[src/rtl/fifo_pkg.sv]
// -----------------------------------------------------------------------------
// fifo_pkg
// Shared definitions for the programmable synchronous FIFO:
//   FIFO_MODE_STD / FIFO_MODE_FWFT : values of the FWFT read-mode parameter
//   ptr_full / ptr_empty           : full/empty tests on wrap-bit pointers
// -----------------------------------------------------------------------------
package fifo_pkg;

    localparam int FIFO_MODE_STD  = 0;
    localparam int FIFO_MODE_FWFT = 1;

    // Pointers carry one extra wrap bit, so a full FIFO is the case where the
    // two pointers address the same slot but sit on different laps.
    // Callers zero-extend their pointers to 32 bits and pass the real width.
    function automatic logic ptr_full(input logic [31:0] wrPtr,
                                      input logic [31:0] rdPtr,
                                      input int          ptrWidth);
        logic [31:0] wrapBit;
        wrapBit = 32'd1 << (ptrWidth - 1);
        return ((wrPtr ^ rdPtr) == wrapBit);
    endfunction

    function automatic logic ptr_empty(input logic [31:0] wrPtr,
                                       input logic [31:0] rdPtr);
        return (wrPtr == rdPtr);
    endfunction

endpackage

[src/rtl/fifo_ram.sv]
// -----------------------------------------------------------------------------
// fifo_ram
// Simple dual-port RAM, no reset on the storage.
//   clock     : rising-edge clock
//   wrEn_i    : write strobe
//   wrAddr_i  : write address
//   wrData_i  : write data
//   rdAddr_i  : read address
//   rdData_o  : read data, registered (REG_READ=1) or combinational (REG_READ=0)
// -----------------------------------------------------------------------------
module fifo_ram #(
    parameter int WIDTH    = 8,
    parameter int DEPTH    = 16,
    parameter int AW       = $clog2(DEPTH),
    parameter int REG_READ = 0
) (
    input  logic             clock,
    input  logic             wrEn_i,
    input  logic [AW-1:0]    wrAddr_i,
    input  logic [WIDTH-1:0] wrData_i,
    input  logic [AW-1:0]    rdAddr_i,
    output logic [WIDTH-1:0] rdData_o
);

    logic [WIDTH-1:0] mem [DEPTH];

    always_ff @(posedge clock) begin
        if (wrEn_i) begin
            mem[wrAddr_i] <= wrData_i;
        end
    end

    generate
        if (REG_READ != 0) begin : g_regRead
            logic [WIDTH-1:0] rdData_q;
            always_ff @(posedge clock) begin
                rdData_q <= mem[rdAddr_i];
            end
            assign rdData_o = rdData_q;
        end else begin : g_combRead
            assign rdData_o = mem[rdAddr_i];
        end
    endgenerate

endmodule

[src/rtl/sync_fifo_prog.sv]
// -----------------------------------------------------------------------------
// sync_fifo_prog
// Parametrised single-clock FIFO with standard or first-word-fall-through read,
// occupancy count, programmable almost-full/almost-empty, sticky error flags
// and synchronous flush.
//   clock, resetn (sync, active-low), flush
//   wr_en/wr_data           : write side
//   rd_en/rd_data/rd_valid  : read side (rd_en pops the head word in FWFT mode)
//   full/empty/almost_full/almost_empty/count : status from the registered count
//   af_thresh/ae_thresh     : quasi-static thresholds
//   overflow/underflow      : sticky errors, cleared by clr_err
// -----------------------------------------------------------------------------
module sync_fifo_prog
    import fifo_pkg::*;
#(
    parameter int WIDTH    = 8,
    parameter int DEPTH    = 16,
    parameter int FWFT     = 0,
    parameter int PT_WIDTH = $clog2(DEPTH)
) (
    input  logic                clock,
    input  logic                resetn,
    input  logic                flush,
    input  logic                wr_en,
    input  logic [WIDTH-1:0]    wr_data,
    input  logic                rd_en,
    output logic [WIDTH-1:0]    rd_data,
    output logic                rd_valid,
    output logic                full,
    output logic                empty,
    output logic                almost_full,
    output logic                almost_empty,
    input  logic [PT_WIDTH:0]   af_thresh,
    input  logic [PT_WIDTH:0]   ae_thresh,
    output logic [PT_WIDTH:0]   count,
    output logic                overflow,
    output logic                underflow,
    input  logic                clr_err
);

    localparam logic [PT_WIDTH:0] PtrOne = {{PT_WIDTH{1'b0}}, 1'b1};

    logic [PT_WIDTH:0] wrPtr_q, wrPtr_d;
    logic [PT_WIDTH:0] rdPtr_q, rdPtr_d;
    logic [PT_WIDTH:0] count_q, count_d;
    logic [WIDTH-1:0]  rdData_q, rdData_d;
    logic              rdValid_q, rdValid_d;
    logic              overflow_q, overflow_d;
    logic              underflow_q, underflow_d;
    logic              wrAccept, rdAccept;
    logic [WIDTH-1:0]  ramData;

    assign full         = ptr_full(32'(wrPtr_q), 32'(rdPtr_q), PT_WIDTH + 1);
    assign empty        = ptr_empty(32'(wrPtr_q), 32'(rdPtr_q));
    assign almost_full  = (count_q >= af_thresh);
    assign almost_empty = (count_q <= ae_thresh);
    assign count        = count_q;
    assign overflow     = overflow_q;
    assign underflow    = underflow_q;

    assign wrAccept = wr_en & ~full;
    assign rdAccept = rd_en & ~empty;

    // The RAM read port is combinational in both modes: the standard-mode
    // output register lives here because it needs a reset and a hold enable.
    fifo_ram #(
        .WIDTH    (WIDTH),
        .DEPTH    (DEPTH),
        .AW       (PT_WIDTH),
        .REG_READ (0)
    ) u_ram (
        .clock    (clock),
        .wrEn_i   (wrAccept & ~flush),
        .wrAddr_i (wrPtr_q[PT_WIDTH-1:0]),
        .wrData_i (wr_data),
        .rdAddr_i (rdPtr_q[PT_WIDTH-1:0]),
        .rdData_o (ramData)
    );

    // FWFT shows the head word directly; forcing zero while empty keeps
    // rd_data at 0 out of reset and avoids exposing stale storage.
    assign rd_data  = (FWFT == FIFO_MODE_FWFT) ? (empty ? '0 : ramData) : rdData_q;
    assign rd_valid = (FWFT == FIFO_MODE_FWFT) ? ~empty : rdValid_q;

    // Next-state: flush overrides and discards same-cycle requests without
    // touching the error flags; error set is ordered after clear so set wins.
    always_comb begin
        wrPtr_d     = wrPtr_q;
        rdPtr_d     = rdPtr_q;
        count_d     = count_q;
        rdData_d    = rdData_q;
        rdValid_d   = 1'b0;
        overflow_d  = overflow_q;
        underflow_d = underflow_q;

        if (clr_err) begin
            overflow_d  = 1'b0;
            underflow_d = 1'b0;
        end

        if (flush) begin
            wrPtr_d = '0;
            rdPtr_d = '0;
            count_d = '0;
        end else begin
            if (wr_en && full) begin
                overflow_d = 1'b1;
            end
            if (rd_en && empty) begin
                underflow_d = 1'b1;
            end
            if (wrAccept) begin
                wrPtr_d = wrPtr_q + PtrOne;
            end
            if (rdAccept) begin
                rdPtr_d   = rdPtr_q + PtrOne;
                rdData_d  = ramData;
                rdValid_d = 1'b1;
            end
            case ({wrAccept, rdAccept})
                2'b10:   count_d = count_q + PtrOne;
                2'b01:   count_d = count_q - PtrOne;
                default: count_d = count_q;
            endcase
        end
    end

    // State register with synchronous active-low reset; storage is untouched.
    always_ff @(posedge clock) begin
        if (!resetn) begin
            wrPtr_q     <= '0;
            rdPtr_q     <= '0;
            count_q     <= '0;
            rdData_q    <= '0;
            rdValid_q   <= 1'b0;
            overflow_q  <= 1'b0;
            underflow_q <= 1'b0;
        end else begin
            wrPtr_q     <= wrPtr_d;
            rdPtr_q     <= rdPtr_d;
            count_q     <= count_d;
            rdData_q    <= rdData_d;
            rdValid_q   <= rdValid_d;
            overflow_q  <= overflow_d;
            underflow_q <= underflow_d;
        end
    end

endmodule

[config.mk]
export PLATFORM = sky130hd
export DESIGN_NAME = sync_fifo_prog
export DESIGN_NICKNAME = d
export VERILOG_FILES = /design/src/rtl/fifo_pkg.sv /design/src/rtl/fifo_ram.sv /design/src/rtl/sync_fifo_prog.sv
export SDC_FILE = /design/constraint.sdc
export NUM_CORES = 1
export LEC_CHECK = 0
export BUFFER_PORTS_ARGS = -buffer_cell sky130_fd_sc_hd__buf_2
export CAP_MARGIN = 20
export CORE_UTILIZATION = 31
export DETAILED_ROUTE_END_ITERATION = 16
export PLACE_DENSITY = 0.46
export SETUP_SLACK_MARGIN = 0.1
export SYNTH_ARGS = -nofsm -noshare
export SYNTH_HDL_FRONTEND = slang
export SYNTH_SLANG_ARGS = --single-unit
[constraint.sdc]
create_clock -name clock -period 5.78 [get_ports clock]
set_input_delay 0.867 -clock clock [delete_from_list [all_inputs] [get_ports clock]]
set_output_delay 0.867 -clock clock [all_outputs]
set_load 0.01 [all_outputs]
==> metrics.txt <==
status=completed; 1st-iter DRT viols=213; Synth Register Bits=154; Yosys Warn Count=0; worst setup path category=flop to flop; HP Class=flop to flop; routability cong.=0.7485; largest net degree at the start of global routing=44; syn_area_per_cell=16.63 µm²; row cnt=53; Die X-Extent=148.7 µm; vias in the first global route=3791; Mapped Cells=401; CP arrival=4.51 ns; Post-Syn Area=6669 µm²; Detail Route Antenna Nets=0; I/O pins=44; global-route wire length before repair=22.51 mm; worst reg2reg setup slack=1.62 ns; number of CTS-inserted buffers=17; mux cell area share after synthesis=13.70%; startpoint types=flop; total global-route track usage=14.13%; routed vias=3683; Pwr per Cell Area=303.4 nW/µm²; ys async rst share=0%; Routed Wire Length=14.78 mm; Synth-to-Final Area Change=17.09%; worst-case clock buffer depth=2; dominant synthesized flop cell=edfxtp_1; die area=22100 µm²; EDFF count, synth=128; area of the multi-input gates=2161 µm²; Worst Setup EP=count[4]; CTS tree=yes; setup_tns=0 ns; Clock power frac=45.1%; Setup violations, final=0; maximum fanout along the worst path=22; Layout Nets=496; Reg area=4365 µm²; fin. max-slew vios=0; GR Overflow Total=0; Gate power share=3.7%; sequential share of power=51.2%; Final min period=4.164 ns; Synthesized Nets=444; period utilization=72.04%; Post-CTS Setup Inserts=0; r2r startpoint=rdPtr_q[3]; Filler cells=1985; DR pass1 iterations=4; Via density=4.970; worst hold slack=0.4678 ns; WL/cell=19.95 µm; LEAKAGE=2.788 nW; Port Buffers=43; Switching Share=22.13%; Die Y=148.7 µm; Max-slew headroom=23.82%; clock slew at reported path FFs=0.06 ns; Critical Path RT=6.12 ns; Fmax=240.2 MHz; R2R depth=11; simple-gate share of the synthesized area=4.728%; H-Tree Depth=4; area share of the largest cell type after synthesis=57.64%; cell taking the most area after synthesis=edfxtp_1; synth unique cells=47; initial antenna violation count=0; sequential-to-total area share from yosys stat=65.44%; Core ar.=21090 µm²; Psw=0.5245 mW; share of layout cells above drive strength 1=24.89%; synth top area cells=edfxtp_1, mux4_1, dfxtp_1, ha_1, mux2_2; RSZ-0062 raised after global routing=no; largest family of logic cells by synthesized area=multiplexers; end of the worst register-to-register path=count[4]; Slew @ Worst Pin=1.136 ns; Sinks on Clock Net=154; Int Power=1.845 mW; Max-Cap Viols=0; maximum VDD drop=0.1285 mV; Critical Path Source=rdPtr_q[3]; diode count=0; Post-route DRC=0; hold-fix buffer count after cts=0; synth cell count leaders=edfxtp_1, dfxtp_1, mux4_1, ha_1, mux2_2; initial core utilization=31.62%; crit end category=flop; root buffer cell=clkbuf_16; top-count cell post-synth=edfxtp_1; post-synthesis adder-cell area fraction=3.565%; skew final=0.008452 ns; HPWL after DPL=9.570 mm; Compound-Gate Fraction of Synth Area=7.411%; xor and xnor area share after synthesis=2.364%; Final Hold Viols=0; Resize count post-CTS=0; Clock Latency Late Sink=0.42 ns
## routing by layer
| layer | up-vias | GRT usage [%] | wire, µm |
|---|---|---|---|
| met4 | 0 | 4.536 | 174 |
| met5 | - | 0 | 0 |
| li1 | 1717 | - | - |
| met3 | 16 | 3.405 | 709 |
| met1 | 1866 | 18.11 | 6621 |
| met2 | 84 | 23.46 | 7275 |
## stage by stage
step / power, mW / cell area, µm² / std cells / utilization, % / setup WS (ns)
after detailed placement: 1.328 / 7243 / 709 / 34.35 / 1.630
after global routing: 2.445 / 7809 / 741 / 37.03 / 1.331
after CTS: 2.396 / 7809 / 741 / 37.03 / 1.606
final: 2.370 / 7809 / 741 / 37.03 / 1.616
after global placement: 1.326 / 7243 / 709 / 34.35 / 1.744
after floorplan: 1.283 / 6669 / 401 / - / 2.408
## power by group through the flow
stage | combinational (mW) | sequential (mW) | clock (mW)
after floorplan | 0.0452 | 1.24 | 0
after global placement | 0.0884 | 1.24 | 0
after detailed placement | 0.0905 | 1.24 | 0
after CTS | 0.0906 | 1.21 | 1.09
after global routing | 0.0987 | 1.21 | 1.13
final | 0.0885 | 1.21 | 1.07
## logic make-up after synthesis
family / count (synthesis)
adders and majority gates: 19
xor gates and xnor gates: 18
muxes: 51
AOI/OAI and AO/OA: 65
DFF: 154
and+or+nand+nor: 56
buffers and inverters: 38
## critical path: stages (launching register included)
cell,delay [ns]
dfxtp_1,0.79
xnor2_1,0.20
nand4_2,0.26
o21ai_2,0.89
ha_1,0.48
xor2_1,0.11
ha_1,0.23
o21a_1,0.17
o21a_1,0.16
o21a_1,0.18
or4_1,0.46
a21oi_1,0.14
## how the worst min path moves through the flow
stage                          from   endpoint  slack, ns  depth (start not counted)
after CTS                  overflow   overflow       0.48                          1
after global placement    underflow  underflow       0.45                          1
after floorplan            overflow   overflow       0.51                          1
after global routing      underflow  underflow       0.49                          1
final                      overflow   overflow       0.47                          1
after detailed placement   overflow   overflow       0.46                          1
## layout by cell type, fill, tap and decap left out, types with 4 or more instances in the layout
cell / netlist / final
inv_1: 13 / 13
nand2b_1: 7 / 7
nor2_1: 13 / 13
nor3_2: 0 / 4
dfxtp_1: 26 / 25
edfxtp_1: 128 / 128
mux2i_1: 11 / 11
inv_6: 0 / 6
mux4_1: 22 / 22
xor2_1: 12 / 12
a21o_1: 4 / 4
buf_2: 7 / 43
nor4_1: 8 / 8
ha_1: 19 / 19
buf_4: 0 / 14
a211oi_1: 8 / 8
nand2_1: 5 / 5
a211o_1: 8 / 8
o211a_1: 8 / 8
clkbuf_16: 0 / 17
nor2b_1: 5 / 5
o21a_1: 8 / 8
mux2_2: 16 / 16
xnor2_1: 6 / 6
o22ai_1: 9 / 9
## registers in the layout, indices dropped and copies added (netlist names)
name       count
count          5
overflow       1
rdPtr_q        5
rd_data        8
rd_valid       1
u_ram.mem    128
underflow      1
wrPtr_q        5
## final cells by class
class	count	area share, %
Clock inverter	14	1.747
Sequential cell	154	55.90
Multi-Input combinational cell	209	27.67
Clock buffer	18	5.496
Timing Repair Buffer	57	4.102
Tap cell	275	4.406
Inverter	14	0.6730
No activity file was read; power rests on OpenSTA's default activity.
